==> config.mk <==
export PLATFORM = sky130hd
export DESIGN_NAME = boreal_host_loader_flat
export DESIGN_NICKNAME = d
export VERILOG_FILES = /design/src/rtl/boreal_host_pkg.sv /design/src/rtl/boreal_host_loader_if.sv /design/src/rtl/boreal_byte_timer.sv /design/src/rtl/boreal_host_loader.sv /design/src/flat_wrapper.sv
export SDC_FILE = /design/constraint.sdc
export NUM_CORES = 1
export LEC_CHECK = 0
export CAP_MARGIN = 20
export CORE_UTILIZATION = 57
export CTS_CLUSTER_DIAMETER = 200
export DETAILED_ROUTE_END_ITERATION = 10
export PLACE_DENSITY = 0.93
export SYNTH_ARGS = -nofsm -noshare
export SYNTH_HDL_FRONTEND = slang
export SYNTH_SLANG_ARGS = --single-unit
==> constraint.sdc <==
create_clock -name clk -period 5.25 [get_ports clk]
set_clock_uncertainty 0.1 [all_clocks]
set_input_delay 1.05 -clock clk [delete_from_list [all_inputs] [get_ports clk]]
set_output_delay 1.05 -clock clk [all_outputs]
set_load 0.01 [all_outputs]
==> src/rtl/boreal_host_pkg.sv <==
// -----------------------------------------------------------------------------
// boreal_host_pkg
// Shared constants for the Boreal host loader: frame opcodes, response bytes,
// the parser state encoding and a small helper that tells which parser states
// are allowed to take bytes from the UART receiver.
// -----------------------------------------------------------------------------
package boreal_host_pkg;

    // Frame opcodes (first byte of every frame)
    localparam logic [7:0] OP_WRITE = 8'hA5;
    localparam logic [7:0] OP_READ  = 8'h5A;

    // Single-byte responses
    localparam logic [7:0] RSP_ACK  = 8'h06;
    localparam logic [7:0] RSP_NAK  = 8'h15;

    // Parser states
    typedef enum logic [2:0] {
        IDLE       = 3'd0,
        ADDR       = 3'd1,
        DATA       = 3'd2,
        WRITE      = 3'd3,
        READ_ISSUE = 3'd4,
        READ_CAP   = 3'd5,
        RESP       = 3'd6
    } state_e;

    // True for the states in which the receiver side may hand over a byte
    function automatic logic rx_open(input logic [2:0] st);
        rx_open = (st == 3'(IDLE)) || (st == 3'(ADDR)) || (st == 3'(DATA));
    endfunction

endpackage

==> src/rtl/boreal_host_loader_if.sv <==
// -----------------------------------------------------------------------------
// boreal_host_loader_if
// Bundles the three byte/word channels around the host loader:
//   rx_*   : command bytes from the UART receiver (valid/ready)
//   tx_*   : response bytes to the UART transmitter (valid/ready)
//   *_b    : host port of the weight/LUT memory (registered read data)
// Modports:
//   master : the loader (drives rx_ready, tx_*, we_b, addr_b, din_b)
//   slave  : the surroundings (UART + memory)
// -----------------------------------------------------------------------------
interface boreal_host_loader_if #(
    parameter int ADDR_WIDTH = 10,
    parameter int DATA_WIDTH = 32
) ();
    logic [7:0]            rx_data;
    logic                  rx_valid;
    logic                  rx_ready;
    logic [7:0]            tx_data;
    logic                  tx_valid;
    logic                  tx_ready;
    logic                  we_b;
    logic [ADDR_WIDTH-1:0] addr_b;
    logic [DATA_WIDTH-1:0] din_b;
    logic [DATA_WIDTH-1:0] dout_b;

    modport master (
        input  rx_data, rx_valid, tx_ready, dout_b,
        output rx_ready, tx_data, tx_valid, we_b, addr_b, din_b
    );

    modport slave (
        output rx_data, rx_valid, tx_ready, dout_b,
        input  rx_ready, tx_data, tx_valid, we_b, addr_b, din_b
    );
endinterface

==> src/rtl/boreal_byte_timer.sv <==
// -----------------------------------------------------------------------------
// boreal_byte_timer
// Inter-byte timeout counter for frames in progress.
//   clk, rst   : clock, synchronous active-high reset
//   i_en       : a frame is being received (counting allowed)
//   i_clr      : a byte was accepted this cycle (restart the count)
//   o_expired  : single-cycle pulse in the cycle whose closing edge brings
//                the count to TIMEOUT_CYCLES, so the parser aborts on that
//                same edge
// The count saturates at TIMEOUT_CYCLES and returns to zero whenever the
// timer is disabled.
// -----------------------------------------------------------------------------
module boreal_byte_timer #(
    parameter int TIMEOUT_CYCLES = 100000
) (
    input  logic clk,
    input  logic rst,
    input  logic i_clr,
    input  logic i_en,
    output logic o_expired
);
    localparam int              CNT_W = $clog2(TIMEOUT_CYCLES + 1);
    localparam logic [CNT_W-1:0] LIMIT = CNT_W'(TIMEOUT_CYCLES);
    localparam logic [CNT_W-1:0] LAST  = CNT_W'(TIMEOUT_CYCLES - 1);

    logic [CNT_W-1:0] r_count;

    // Expire when the next idle increment would reach the limit
    assign o_expired = i_en && !i_clr && (r_count == LAST);

    // Idle-cycle counter with clear on accepted byte and saturation at the limit
    always_ff @(posedge clk) begin
        if (rst) begin
            r_count <= '0;
        end else if (i_clr || !i_en) begin
            r_count <= '0;
        end else if (r_count != LIMIT) begin
            r_count <= r_count + CNT_W'(1);
        end else begin
            r_count <= r_count;
        end
    end
endmodule

==> src/rtl/boreal_host_loader.sv <==
// -----------------------------------------------------------------------------
// boreal_host_loader
// Byte-stream command engine on the host port of the Boreal weight/LUT memory.
// Parses write frames (A5, ADDR_HI, ADDR_LO, NB data bytes, MSB first) and
// read frames (5A, ADDR_HI, ADDR_LO), performs the memory access and returns
// ACK (06), NAK (15) or the NB read-data bytes MSB first.
// Ports:
//   clk, rst   : clock, synchronous active-high reset
//   bus        : master side of boreal_host_loader_if (rx, tx, memory port)
//   busy       : parser is not in IDLE
//   frame_err  : one-cycle pulse when an inter-byte timeout drops a frame
// All outputs are registered.
// -----------------------------------------------------------------------------
module boreal_host_loader
    import boreal_host_pkg::*;
#(
    parameter int ADDR_WIDTH     = 10,
    parameter int DATA_WIDTH     = 32,
    parameter int TIMEOUT_CYCLES = 100000
) (
    input  logic                 clk,
    input  logic                 rst,
    boreal_host_loader_if.master bus,
    output logic                 busy,
    output logic                 frame_err
);
    localparam int NB     = DATA_WIDTH / 8;
    localparam int DCNT_W = (NB > 1) ? $clog2(NB) : 1;
    localparam logic [DCNT_W-1:0] DCNT_LAST = DCNT_W'(NB - 1);

    localparam logic [2:0] S_IDLE       = IDLE;
    localparam logic [2:0] S_ADDR       = ADDR;
    localparam logic [2:0] S_DATA       = DATA;
    localparam logic [2:0] S_WRITE      = WRITE;
    localparam logic [2:0] S_READ_ISSUE = READ_ISSUE;
    localparam logic [2:0] S_READ_CAP   = READ_CAP;
    localparam logic [2:0] S_RESP       = RESP;

    // Parser state and assembly registers
    logic [2:0]            r_state;
    logic [2:0]            w_state_nxt;
    logic                  r_is_write;
    logic                  r_addr_cnt;     // 0: next byte is ADDR_HI, 1: ADDR_LO
    logic [7:0]            r_addr_hi;
    logic [ADDR_WIDTH-1:0] r_addr_asm;
    logic [DCNT_W-1:0]     r_data_cnt;
    logic [DATA_WIDTH-1:0] r_data_asm;
    logic [DATA_WIDTH-1:0] r_resp_sr;      // bytes still to send after r_tx_data
    logic [DCNT_W-1:0]     r_resp_cnt;     // how many bytes remain after r_tx_data

    // Registered outputs
    logic                  r_rx_ready;
    logic [7:0]            r_tx_data;
    logic                  r_tx_valid;
    logic                  r_we_b;
    logic [ADDR_WIDTH-1:0] r_addr_b;
    logic [DATA_WIDTH-1:0] r_din_b;
    logic                  r_busy;
    logic                  r_frame_err;

    // Handshakes and derived words
    logic                  w_rx_fire;
    logic                  w_tx_fire;
    logic                  w_in_frame;
    logic                  w_expired;
    logic                  w_op_valid;
    logic [ADDR_WIDTH-1:0] w_addr_trunc;
    logic [DATA_WIDTH-1:0] w_data_nxt;

    assign w_rx_fire    = r_rx_ready && bus.rx_valid;
    assign w_tx_fire    = r_tx_valid && bus.tx_ready;
    assign w_in_frame   = (r_state == S_ADDR) || (r_state == S_DATA);
    assign w_op_valid   = (bus.rx_data == OP_WRITE) || (bus.rx_data == OP_READ);
    // 16-bit wire address truncated to the memory width
    assign w_addr_trunc = ADDR_WIDTH'({r_addr_hi, bus.rx_data});
    // Data word shifted one byte left with the new byte in the LSBs
    assign w_data_nxt   = DATA_WIDTH'({r_data_asm, bus.rx_data});

    assign bus.rx_ready = r_rx_ready;
    assign bus.tx_data  = r_tx_data;
    assign bus.tx_valid = r_tx_valid;
    assign bus.we_b     = r_we_b;
    assign bus.addr_b   = r_addr_b;
    assign bus.din_b    = r_din_b;
    assign busy         = r_busy;
    assign frame_err    = r_frame_err;

    boreal_byte_timer #(
        .TIMEOUT_CYCLES (TIMEOUT_CYCLES)
    ) u_timer (
        .clk       (clk),
        .rst       (rst),
        .i_clr     (w_rx_fire),
        .i_en      (w_in_frame),
        .o_expired (w_expired)
    );

    // Parser next-state decision
    always_comb begin
        w_state_nxt = r_state;
        case (r_state)
            S_IDLE: begin
                if (w_rx_fire) begin
                    w_state_nxt = w_op_valid ? S_ADDR : S_RESP;
                end else begin
                    w_state_nxt = S_IDLE;
                end
            end
            S_ADDR: begin
                if (w_expired) begin
                    w_state_nxt = S_IDLE;
                end else if (w_rx_fire && r_addr_cnt) begin
                    w_state_nxt = r_is_write ? S_DATA : S_READ_ISSUE;
                end else begin
                    w_state_nxt = S_ADDR;
                end
            end
            S_DATA: begin
                if (w_expired) begin
                    w_state_nxt = S_IDLE;
                end else if (w_rx_fire && (r_data_cnt == DCNT_LAST)) begin
                    w_state_nxt = S_WRITE;
                end else begin
                    w_state_nxt = S_DATA;
                end
            end
            S_WRITE:      w_state_nxt = S_RESP;
            S_READ_ISSUE: w_state_nxt = S_READ_CAP;
            S_READ_CAP:   w_state_nxt = S_RESP;
            S_RESP: begin
                if (w_tx_fire && (r_resp_cnt == '0)) begin
                    w_state_nxt = S_IDLE;
                end else begin
                    w_state_nxt = S_RESP;
                end
            end
            default:      w_state_nxt = S_IDLE;
        endcase
    end

    // State, assembly registers, memory port and response registers
    always_ff @(posedge clk) begin
        if (rst) begin
            r_state     <= S_IDLE;
            r_is_write  <= 1'b0;
            r_addr_cnt  <= 1'b0;
            r_addr_hi   <= 8'h00;
            r_addr_asm  <= '0;
            r_data_cnt  <= '0;
            r_data_asm  <= '0;
            r_resp_sr   <= '0;
            r_resp_cnt  <= '0;
            r_rx_ready  <= 1'b0;
            r_tx_data   <= 8'h00;
            r_tx_valid  <= 1'b0;
            r_we_b      <= 1'b0;
            r_addr_b    <= '0;
            r_din_b     <= '0;
            r_busy      <= 1'b0;
            r_frame_err <= 1'b0;
        end else begin
            r_state     <= w_state_nxt;
            // rx_ready and busy follow the state being entered
            r_rx_ready  <= rx_open(w_state_nxt);
            r_busy      <= (w_state_nxt != S_IDLE);
            r_frame_err <= w_expired;
            r_we_b      <= 1'b0;

            case (r_state)
                S_IDLE: begin
                    if (w_rx_fire) begin
                        r_is_write <= (bus.rx_data == OP_WRITE);
                        r_addr_cnt <= 1'b0;
                        r_data_cnt <= '0;
                        if (!w_op_valid) begin
                            r_tx_data  <= RSP_NAK;
                            r_tx_valid <= 1'b1;
                            r_resp_cnt <= '0;
                        end
                    end
                end
                S_ADDR: begin
                    if (w_rx_fire) begin
                        if (!r_addr_cnt) begin
                            r_addr_hi  <= bus.rx_data;
                            r_addr_cnt <= 1'b1;
                        end else begin
                            r_addr_asm <= w_addr_trunc;
                            // A read drives the address straight into READ_ISSUE
                            if (!r_is_write) begin
                                r_addr_b <= w_addr_trunc;
                            end
                        end
                    end
                end
                S_DATA: begin
                    if (w_rx_fire) begin
                        r_data_asm <= w_data_nxt;
                        r_data_cnt <= r_data_cnt + DCNT_W'(1);
                        // Last byte: present the full word for the single WRITE cycle
                        if (r_data_cnt == DCNT_LAST) begin
                            r_we_b   <= 1'b1;
                            r_addr_b <= r_addr_asm;
                            r_din_b  <= w_data_nxt;
                        end
                    end
                end
                S_WRITE: begin
                    r_tx_data  <= RSP_ACK;
                    r_tx_valid <= 1'b1;
                    r_resp_cnt <= '0;
                end
                S_READ_ISSUE: begin
                    r_resp_cnt <= '0;
                end
                S_READ_CAP: begin
                    // Memory data is valid now (one cycle after addr_b)
                    r_tx_data  <= bus.dout_b[DATA_WIDTH-1 -: 8];
                    r_resp_sr  <= bus.dout_b << 8;
                    r_tx_valid <= 1'b1;
                    r_resp_cnt <= DCNT_LAST;
                end
                S_RESP: begin
                    if (w_tx_fire) begin
                        if (r_resp_cnt == '0) begin
                            r_tx_valid <= 1'b0;
                        end else begin
                            r_tx_data  <= r_resp_sr[DATA_WIDTH-1 -: 8];
                            r_resp_sr  <= r_resp_sr << 8;
                            r_resp_cnt <= r_resp_cnt - DCNT_W'(1);
                        end
                    end
                end
                default: begin
                    r_tx_valid <= 1'b0;
                end
            endcase
        end
    end
endmodule

==> src/flat_wrapper.sv <==
// flat-port wrapper written by rule: the top's interface ports become plain ports
module boreal_host_loader_flat import boreal_host_pkg::*;
#(
    parameter int ADDR_WIDTH     = 10,
    parameter int DATA_WIDTH     = 32,
    parameter int TIMEOUT_CYCLES = 100000
)
  (clk, rst, busy, frame_err, bus_rx_data, bus_rx_valid, bus_tx_ready, bus_dout_b, bus_rx_ready, bus_tx_data, bus_tx_valid, bus_we_b, bus_addr_b, bus_din_b);
  boreal_host_loader_if #(.ADDR_WIDTH(ADDR_WIDTH), .DATA_WIDTH(DATA_WIDTH)) bus_i ();
  input  logic clk;
  input  logic rst;
  output logic busy;
  output logic frame_err;
  input wire logic [$bits(bus_i.rx_data)-1:0] bus_rx_data;
  input wire logic [$bits(bus_i.rx_valid)-1:0] bus_rx_valid;
  input wire logic [$bits(bus_i.tx_ready)-1:0] bus_tx_ready;
  input wire logic [$bits(bus_i.dout_b)-1:0] bus_dout_b;
  output wire logic [$bits(bus_i.rx_ready)-1:0] bus_rx_ready;
  output wire logic [$bits(bus_i.tx_data)-1:0] bus_tx_data;
  output wire logic [$bits(bus_i.tx_valid)-1:0] bus_tx_valid;
  output wire logic [$bits(bus_i.we_b)-1:0] bus_we_b;
  output wire logic [$bits(bus_i.addr_b)-1:0] bus_addr_b;
  output wire logic [$bits(bus_i.din_b)-1:0] bus_din_b;
  assign bus_i.rx_data = bus_rx_data;
  assign bus_i.rx_valid = bus_rx_valid;
  assign bus_i.tx_ready = bus_tx_ready;
  assign bus_i.dout_b = bus_dout_b;
  assign bus_rx_ready = bus_i.rx_ready;
  assign bus_tx_data = bus_i.tx_data;
  assign bus_tx_valid = bus_i.tx_valid;
  assign bus_we_b = bus_i.we_b;
  assign bus_addr_b = bus_i.addr_b;
  assign bus_din_b = bus_i.din_b;
  boreal_host_loader #(.ADDR_WIDTH(ADDR_WIDTH), .DATA_WIDTH(DATA_WIDTH), .TIMEOUT_CYCLES(TIMEOUT_CYCLES)) u_core (.clk(clk), .rst(rst), .bus(bus_i), .busy(busy), .frame_err(frame_err));
endmodule
# Word level (Yosys, flattened, before mapping)
# Index checks and enable logic that the tools add are counted.
# word_totals
regBits	149
inputBits	44
output_inout_bits	55
wordCells	129
# op_classes
n_reduce_logical	41
add_sub_neg	3
n_bitwise	4
n_mux	40
n_eq_ne	23
# ops
operator	n
32-bit two-way mux	2
32-bit one-hot mux with 2 select lines	1
10-bit two-way mux	5
8-bit two-way mux	4
8-bit one-hot mux with 4 select lines	1
3-bit two-way mux	7
10-bit one-hot mux with 2 select lines	1
3-bit one-hot mux with 6 select lines	1
3-bit AND reduction	6
17-bit by 1-bit adder with 17-bit output (second input constant)	1
17-bit == test (second input constant)	1
17-bit != test (second input constant)	1
5-bit AND reduction	3
2-bit != test (second input constant)	7
2-bit two-way mux	6
3-bit by 2-bit == test with 1-bit output (second input constant)	3
3-bit == test (second input constant)	3
8-bit by 7-bit == test with 1-bit output (second input constant)	1
8-bit == test (second input constant)	1
1-bit two-way mux	8
2-bit one-hot mux with 4 select lines	1
2-bit nonzero test	4
4-bit nonzero test	2
1-bit logical AND	7
18 further kinds	34

# Depth between registers and ports, before layout
# Gate-level depths: netlist of the first run.
# depth
word_depth	9
ltp_mapped	8
depth_no_buf	7

# Hierarchy
# Synthesis of the first run repeated with hierarchy kept, for this count alone.
# unflattened
hier_cells	728
area_unflattened_um2	5978.2
# by_module_without_submodules
module	n_inst	area_per_inst_um2	seq_area_each_um2	cells_each
boreal_host_loader	1	5042.3	2482.4	617
boreal_byte_timer	1	935.9	340.3	111

# Worst setup path before layout of the first run
# OpenSTA, ideal clock, no wires.
# synth_timing
path_kind	input -> register
start	input bus_rx_data[5]
end	register u_core.r_busy (netlist: u_core.busy)
arrival_ns	2.194
n_path_buf	0
cell_stages	5
required_time_ns	5.007
setup_slack_ns	2.813
setup_time_ns	0.143
cell_sequence	nor4b_1 > nand4_1 > and3_1 > o41ai_2 > o221ai_1
# synth_via
elab_chain_len	6
elab_cells_between_ends	7
cone_classes	eq/ne: 2; mux: 3; reduce/logical: 2
# synth_rtl
item	line_no	text
from (decl)	flat_wrapper.sv:14	input wire logic [$bits(bus_i.rx_data)-1:0] bus_rx_data;
8-bit == test or 8-bit by 7-bit == test with 1-bit output (tied branches)	boreal_host_loader.sv:73	assign w_op_valid = (bus.rx_data == OP_WRITE) || (bus.rx_data == OP_READ);
1-bit logical OR *	boreal_host_loader.sv:73	
3-bit two-way mux *	boreal_host_loader.sv:104	w_state_nxt = w_op_valid ? S_ADDR : S_RESP;
3-bit two-way mux *	boreal_host_loader.sv:103	if (w_rx_fire) begin
3-bit one-hot mux with 6 select lines *	boreal_host_loader.sv:101	case (r_state)
3-bit nonzero test *	boreal_host_loader.sv:165	r_busy <= (w_state_nxt != S_IDLE);
to (signal assigned)	boreal_host_loader.sv:165	
to (decl)	boreal_host_loader.sv:58	logic r_busy;
# Every way passes the cells marked *; elsewhere a longest branch is shown, timed or not.
# A chain may end at the register's enable or synchronous reset.

# Worst setup path in the final report of the first run
# layout_timing
start	register u_core.r_state[0]
end	register u_core.r_rx_ready (netlist: u_core.bus.rx_ready)
# layout_via
elab_chain_len	9
elab_cells_between_ends	19
cone_classes	eq/ne: 8; mux: 3; reduce/logical: 8
# layout_rtl
item	line_no	text
from (decl)	boreal_host_loader.sv:40	logic [2:0] r_state;
from (signal assigned)	boreal_host_loader.sv:162	r_state <= w_state_nxt;
3-bit by 1-bit == test with 1-bit output or 3-bit by 2-bit == test with 1-bit output (tied branches)	boreal_host_loader.sv:72, boreal_host_loader.sv:101	
1-bit logical OR	boreal_host_loader.sv:72	assign w_in_frame = (r_state == S_ADDR) || (r_state == S_DATA);
1-bit logical AND (2 in a row)	boreal_byte_timer.sv:29	assign o_expired = i_en && !i_clr && (r_count == LAST);
3-bit two-way mux (on tied branches)	boreal_host_loader.sv:119, boreal_host_loader.sv:110	
3-bit one-hot mux with 6 select lines *	boreal_host_loader.sv:101	
3-bit by 1-bit == test with 1-bit output or 3-bit logical NOT (tied branches)	boreal_host_pkg.sv:30	rx_open = (st == 3'(IDLE)) || (st == 3'(ADDR)) || (st == 3'(DATA));
1-bit logical OR	boreal_host_pkg.sv:30	
1-bit logical OR *	boreal_host_pkg.sv:30	
to (signal assigned)	boreal_host_loader.sv:164	r_rx_ready <= rx_open(w_state_nxt);
to (decl)	boreal_host_loader.sv:52	logic r_rx_ready;
# Marked as above.

==> results.py, run 1 <==
metrics = {
    "routing": {
        "routedWlPerCell_um": 17.7,
        "firstDrtPassIters": 5,
        "drc": 0,
        "ant_nets": 0,
        "vias_per_cell": 6.12,
        "wl_um": 16300,
        "drt_iter0_drc": 530,
        "vias": 5653,
    },
    "setup_path": {
        "slowest_stage": "nor2b_1",
        "worst_r2r_path_depth": 5,
        "regToRegEndpoint": "u_core.bus.rx_ready$_SDFF_PP0_",
        "worst-path-max-fanout": 17,
        "r2r-start": "u_core.r_state[0]$_SDFF_PP0_",
        "path_common_cell": "and3_1",
        "required_ns": 5.52,
        "cp.arrival_ns": 3.28,
        "worstPathCellList": "nor2b_1 > and3_1 > a32oi_1 > and3_1 > nor3b_1",
        "crit_buf_inv": 0,
        "rrSetupSlack_ns": 2.24,
        "crit_path_start_kind": "flip-flop",
        "critPathTopFamily": "simple AND/OR/NAND/NOR gates",
        "endpoint_kind": "flip-flop",
        "worstSetupPathType": "reg -> reg",
        "slowest_delay_ns": 0.77,
    },
    "global_routing": {
        "grt_pass1_wl_um": 25600,
        "grt_max_degree": 81,
        "grt_overflow_total": 0,
        "grt_pass1_vias": 5421,
        "grt.total_usage_pct": 29.4,
        "antenna_found_initial": 0,
    },
    "cts": {
        "cts_sinks": 141,
        "cts.clk_slew.worst_paths_ns": 0.06,
        "htreeDepth": 4,
        "cts_setup_buffers": 0,
        "cts_buffers": 17,
        "clkLatencyLatePin_ns": 0.53,
        "cts_tree": "built",
        "post_cts_resize_count": 0,
        "clockBufferDepth": 2,
        "cts_hold_buffers": 0,
        "root_buffer": "clkbuf_8",
    },
    "outcome": {
        "status": "completed",
    },
    "cells_and_area": {
        "fin_nets": 825,
        "area_delta_synth_final_pct": 27.7,
        "post-route-util_pct": 76.4,
        "antenna-diode-count": 0,
        "drive_above_1_share_pct": 9.24,
    },
    "timing": {
        "finalCritPeriodShare_pct": 57.3,
        "grt_setup_unrepaired": "false",
        "hold_viol": 0,
        "setup_viol": 0,
        "max_slew.worst_pin.slew_ns": 1.06,
        "slew_viol_final": 0,
        "setup_slack_ns": 2.24,
        "fin_setup_tns_ns": 0,
        "min_period_ns": 3.01,
        "max_freq_mhz": 333,
        "max_slew_margin_pct": 29.2,
    },
    "pwr": {
        "p_leak_nw": 2.53,
        "finalPower_mw": 2.62,
        "power-per-cell-area_mw_per_mm2": 345,
        "irDropWorstVdd_mv": 0.245,
    },
    "synth": {
        "syn-cell-area_mm2": 0.00596,
        "ys.flop_type": "dfxtp_1",
        "netlist_instances": 701,
        "synth_xor_area_share_pct": 1.91,
        "ys_seq_area_share_pct": 47.4,
        "synth_warnings": 0,
        "yosysTopAreaCellShare_pct": 47.4,
        "syn_area_per_cell_um2": 8.50,
        "synth_compound_area_share_pct": 17.5,
        "yosys.area_share.simple_pct": 23.5,
        "synth_mux_area_share_pct": 4.22,
        "synth_top_area_cell": "dfxtp_1",
        "async_flop_share_pct": 0,
        "synth.area.top_cells": "dfxtp_1 (47%), nand2_1 (9.8%), a21oi_1 (6.5%)",
        "synth_top_family_by_area": "simple AND/OR/NAND/NOR gates",
        "synth_edf_count": 0,
        "synthAdderAreaFrac_pct": 0.840,
        "ys_types": 60,
        "synth_nets": 749,
        "synth-seq-cells": 141,
    },
    "job": {
        "drv_cap": 0,
    },
    "placed_design": {
        "numPortBuffers": 98,
        "dpl.hpwl_um": 9710,
        "dp_worst_setup_slack_ns": 1.68,
        "place_congestion": 0.818,
    },
    "worst_hold_path": {
        "holdPathEnd": "u_core.bus.din_b[30]$_SDFFE_PP0P_",
        "hp-start": "u_core.r_data_asm[22]$_SDFFE_PP0P_",
        "hold_class": "reg -> reg",
        "whs_path_depth": 2,
    },
    "floorplan": {
        "die_area_mm2": 0.0109,
        "die_x_um": 104,
        "die_y_um": 104,
        "pin_count": 99,
        "design.core.area_mm2": 0.00995,
        "fp-row-count": 36,
        "start_util_pct": 59.8,
    },
}
-- cells in the mapped netlist (all sizes together) (4+ instances only) --
master	instances
buf	19
mux2i	24
ha	4
nand2	155
a31oi	4
o21ai	7
o22ai	4
nor2b	5
and3	4
a21oi	77
inv	9
dfxtp	141
nand4	10
nor2	67
o32ai	4
clkbuf	32
a22oi	5
nand3	33
nand2b	8
or3	7
a211oi	10
xor2	10
nor3	5
a311oi	17
-- registers in the layout, summed over array words and instances, names as in the netlist, 2 cells and up --
name and cells:
u_core.bus.din_b 32, u_core.r_data_asm 24, u_core.r_resp_sr 24, u_core.u_timer.r_count 17, u_core.bus.addr_b 10, u_core.r_addr_asm 10
u_core.bus.tx_data 8, u_core.r_state 3, u_core.r_addr_hi 2, u_core.r_data_cnt 2, u_core.r_resp_cnt 2
-- report_power, final --
group / internal [mW] / leakage (nW) / switching (mW)
registers: 1.10 / 1.14 / 0.0342
clock network: 0.739 / 0.294 / 0.455
logic: 0.122 / 1.10 / 0.174
total: 1.96 / 2.53 / 0.664
-- kinds of logic (layout without fill, tap and decap cells) --
family | after synthesis | after routing
simple gates | 312 | 312
compound gates | 146 | 146
flops | 141 | 141
buf+inv | 60 | 149
mux | 25 | 25
xor+xnor | 13 | 13
fa+ha+maj | 4 | 4
-- placed cells by master (no fill, tap or decap), drive strengths merged, types with 7 or more instances in the layout --
cell,Yosys,layout
mux2i,24,24
a21oi,77,77
or3,7,7
xor2,10,10
dfxtp,141,141
o21ai,7,7
clkdlybuf4s50,0,97
nand3,33,33
inv,9,9
nand4,10,10
nor2,67,67
a311oi,17,17
a211oi,10,10
nand2b,8,8
buf,19,11
nand2,155,155
clkbuf,32,23
-- cell type report --
| class | count | area, µm² |
|---|---|---|
| well taps | 133 | 166 |
| fillers | 589 | 2350 |
| repair buffers | 108 | 1120 |
| flip-flops and latches | 141 | 2820 |
| inverters | 9 | 33.8 |
| clock buffers | 23 | 487 |
| multi-input cells | 500 | 2870 |
| clock inverters | 9 | 109 |
-- metal layers --
metal  track usage [%]  up-vias  share of wire, %
met5                 0        -                 0
met4              15.9        0               4.0
met3              6.20       76               7.2
met2              51.5      322                51
met1              33.3     2685                38
li1                  -     2570                 -
-- worst min-delay path: stages, from the launching register on --
cell	delay [ns]
dfxtp_1	0.31
nand2_1	0.05
a21oi_1	0.05
-- metrics by stage --
step / cell area (µm²) / hold WS (ns) / std cells
final: 7600 / 0.350 / 923
after global routing: 7600 / 0.378 / 923
after CTS: 7510 / 0.353 / 919
after detailed placement: 6920 / 0.346 / 887
after global placement: 6920 / 0.341 / 887
after floorplan: 5960 / 0.332 / 701
-- worst max path at each step --
| stage | start | endpoint | depth (start not counted) |
|---|---|---|---|
| floorplan | bus_rx_data[5] | u_core.busy$_SDFF_PP0_ | 5 |
| global placement | bus_tx_ready | u_core.bus.tx_data[4]$_SDFFE_PP0P_ | 6 |
| detailed placement | bus_tx_ready | u_core.r_resp_sr[29]$_SDFFE_PP0P_ | 6 |
| CTS | u_core.r_state[0]$_SDFF_PP0_ | u_core.bus.addr_b[6]$_SDFFE_PP0P_ | 5 |
| global route | u_core.r_state[0]$_SDFF_PP0_ | u_core.bus.rx_ready$_SDFF_PP0_ | 5 |
| finish | u_core.r_state[0]$_SDFF_PP0_ | u_core.bus.rx_ready$_SDFF_PP0_ | 5 |
Power figures use the tool's default switching activity.
==> run 2: changes to the inputs <==
--- a/config.mk
+++ b/config.mk
@@ -6,10 +6,10 @@
 export NUM_CORES = 1
 export LEC_CHECK = 0
 export CAP_MARGIN = 20
-export CORE_UTILIZATION = 57
+export CORE_UTILIZATION = 48
 export CTS_CLUSTER_DIAMETER = 200
 export DETAILED_ROUTE_END_ITERATION = 10
-export PLACE_DENSITY = 0.93
+export PLACE_DENSITY = 0.84
 export SYNTH_ARGS = -nofsm -noshare
 export SYNTH_HDL_FRONTEND = slang
 export SYNTH_SLANG_ARGS = --single-unit
==> constraint.sdc (replaced) <==
create_clock -name clk -period 2.63 [get_ports clk]
set_clock_uncertainty 0.1 [all_clocks]
set_input_delay 0.526 -clock clk [delete_from_list [all_inputs] [get_ports clk]]
set_output_delay 0.526 -clock clk [all_outputs]
set_load 0.01 [all_outputs]
==> run 2 against run 1 <==
Compared with the run above:
- core utilization shrank 12 points
- wire length down 14%
- flip-flop and latch count stayed put
- die area up 18%
- non-clock buffer count increased by 23
- highest routed layer unchanged
- largest cell class unchanged
- via count is 7.8% lower
- critical endpoint is now u_core.r_resp_sr[31]$_SDFFE_PP0P_
- global-route usage decreased by 6.5 points
==> results.py, run 2 (synthesis results as in run 1) <==
metrics = {
    "job": {
        "drv_cap": 0,
    },
    "pwr": {
        "finalPower_mw": 5.33,
        "irDropWorstVdd_mv": 0.455,
        "power-per-cell-area_mw_per_mm2": 684,
        "p_leak_nw": 2.62,
    },
    "routing": {
        "vias": 5211,
        "drt_iter0_drc": 390,
        "routedWlPerCell_um": 14.3,
        "wl_um": 14100,
        "vias_per_cell": 5.31,
        "wl_met3_um": 555,
        "wl_met1_um": 6490,
        "firstDrtPassIters": 5,
        "ant_nets": 0,
        "highest_layer": "met4",
        "drc": 0,
        "wl_met2_um": 6830,
    },
    "global_routing": {
        "antenna_found_initial": 0,
        "grt_max_degree": 56,
        "grt_pass1_wl_um": 23600,
        "grt_pass1_vias": 5019,
        "grt_overflow_total": 0,
        "grt.total_usage_pct": 22.8,
    },
    "timing": {
        "max_slew_margin_pct": 49.7,
        "setup_viol": 0,
        "finalCritPeriodShare_pct": 85.8,
        "slew_viol_final": 0,
        "max_slew.worst_pin.slew_ns": 0.752,
        "setup_slack_ns": 0.373,
        "hold_viol": 0,
        "grt_setup_unrepaired": "false",
        "max_freq_mhz": 443,
        "min_period_ns": 2.26,
        "fin_setup_tns_ns": 0,
    },
    "cts": {
        "post_cts_resize_count": 0,
        "cts_tree": "built",
        "cts_buffers": 17,
        "cts_setup_buffers": 0,
        "root_buffer": "clkbuf_16",
        "clkLatencyLatePin_ns": 0.41,
        "cts_sinks": 141,
        "clockBufferDepth": 2,
        "htreeDepth": 4,
        "cts.clk_slew.worst_paths_ns": 0.06,
        "cts_hold_buffers": 0,
    },
    "cells_and_area": {
        "drive_above_1_share_pct": 11.9,
        "layout_common_cells": "nand2_1 (155), dfxtp_1 (141), clkdlybuf4s50_1 (97), a21oi_1 (77), nor2_1 (67)",
        "design_area_mm2": 0.00780,
        "largest_reg_flops": 32,
        "post-route-util_pct": 64.7,
        "final_common_cell": "nand2_1",
        "nFillCells": 993,
        "antenna-diode-count": 0,
        "fin_nets": 848,
        "area_delta_synth_final_pct": 31.0,
    },
    "setup_path": {
        "worstSetupPathType": "reg -> reg",
        "slowest_delay_ns": 0.70,
        "endpoint_kind": "flip-flop",
        "cp.arrival_ns": 2.48,
        "cp_num_cells": 6,
        "worst-path-max-fanout": 42,
        "crit_path_start_kind": "flip-flop",
        "rrSetupSlack_ns": 0.37,
        "r2r-start": "u_core.r_state[1]$_SDFF_PP0_",
        "worstPathCellList": "nand2b_4 > or3_4 > a21boi_4 > buf_12 > nor2_1 > a311oi_2",
        "critPathCapture": "u_core.r_resp_sr[31]$_SDFFE_PP0P_",
        "cp-startpoint": "u_core.r_state[1]$_SDFF_PP0_",
        "regToRegEndpoint": "u_core.r_resp_sr[31]$_SDFFE_PP0P_",
        "slowest_stage": "dfxtp_1",
        "required_ns": 2.86,
        "critPathTopFamily": "simple AND/OR/NAND/NOR gates",
        "crit_buf_inv": 1,
        "worst_r2r_path_depth": 6,
    },
    "floorplan": {
        "pin_count": 99,
        "fp-row-count": 40,
        "die_area_mm2": 0.0129,
        "die_x_um": 113,
        "die_y_um": 113,
        "start_util_pct": 49.4,
        "design.core.area_mm2": 0.0121,
    },
    "placed_design": {
        "dpl.hpwl_um": 9080,
        "post_dp_cell_area_mm2": 0.00719,
        "place_congestion": 0.846,
        "dp_worst_setup_slack_ns": 0.0100,
        "numPortBuffers": 98,
    },
    "worst_hold_path": {
        "hold_class": "in -> reg",
    },
    "outcome": {
        "status": "completed",
    },
}
[run 2: cell types whose count changed in the layout (fill, tap and decap cells not counted)]
cell | previous run | this run
buf_12 | 0 | 2
buf_16 | 3 | 0
buf_4 | 7 | 32
buf_6 | 1 | 0
bufinv_16 | 2 | 3
clkbuf_1 | 1 | 0
clkbuf_16 | 16 | 17
clkbuf_8 | 6 | 2
clkinv_2 | 3 | 2
clkinv_4 | 3 | 1
clkinvlp_4 | 1 | 5
inv_6 | 0 | 2
[run 2: worst min path at each step]
stage                                                  start  slack (ns)  cells past startpoint                                 to
final                                                    rst        0.31                      2  u_core.r_resp_sr[18]$_SDFFE_PP0P_
after global routing                                     rst        0.31                      2  u_core.r_resp_sr[16]$_SDFFE_PP0P_
after CTS                                                rst        0.30                      2  u_core.r_resp_sr[18]$_SDFFE_PP0P_
after detailed placement   u_core.r_resp_sr[15]$_SDFFE_PP0P_        0.34                      2  u_core.r_resp_sr[15]$_SDFFE_PP0P_
after floorplan           u_core.r_data_asm[16]$_SDFFE_PP0P_        0.33                      2  u_core.bus.din_b[24]$_SDFFE_PP0P_
after global placement    u_core.r_data_asm[17]$_SDFFE_PP0P_        0.34                      2  u_core.bus.din_b[25]$_SDFFE_PP0P_
[run 2: layer usage]
| layer | track usage [%] | up-vias |
|---|---|---|
| li1 | - | 2630 |
| met1 | 28.9 | 2452 |
| met2 | 37.5 | 113 |
| met3 | 6.06 | 16 |
| met4 | 8.16 | 0 |
| met5 | 0 | - |
[run 2: stage by stage]
stage / std cells / hold slack (ns)
after floorplan: 701 / 0.332
after global placement: 949 / 0.340
after detailed placement: 949 / 0.344
after CTS: 981 / 0.303
after global routing: 981 / 0.311
final: 981 / 0.313
[run 2: power by group]
part	switching [mW]	internal [mW]
Sequential	0.0634	2.19
Combinational	0.338	0.284
Clock	0.917	1.54
Total	1.32	4.02
[run 2: worst reg2reg max path: stages, from the launching register on]
cell and delay (ns):
dfxtp_1 0.70, nand2b_4 0.17, or3_4 0.44, a21boi_4 0.19, buf_12 0.24, nor2_1 0.10
a311oi_2 0.24
[run 2: layout make-up]
class | count | area (µm²) | area share [%]
repair buffers | 131 | 1250 | 16.0
multi-input cells | 500 | 2870 | 36.8
clock buffers | 19 | 453 | 5.80
clock inverters | 13 | 164 | 2.10
inverters | 9 | 33.8 | 0.433
well taps | 168 | 210 | 2.69
flip-flops and latches | 141 | 2820 | 36.2
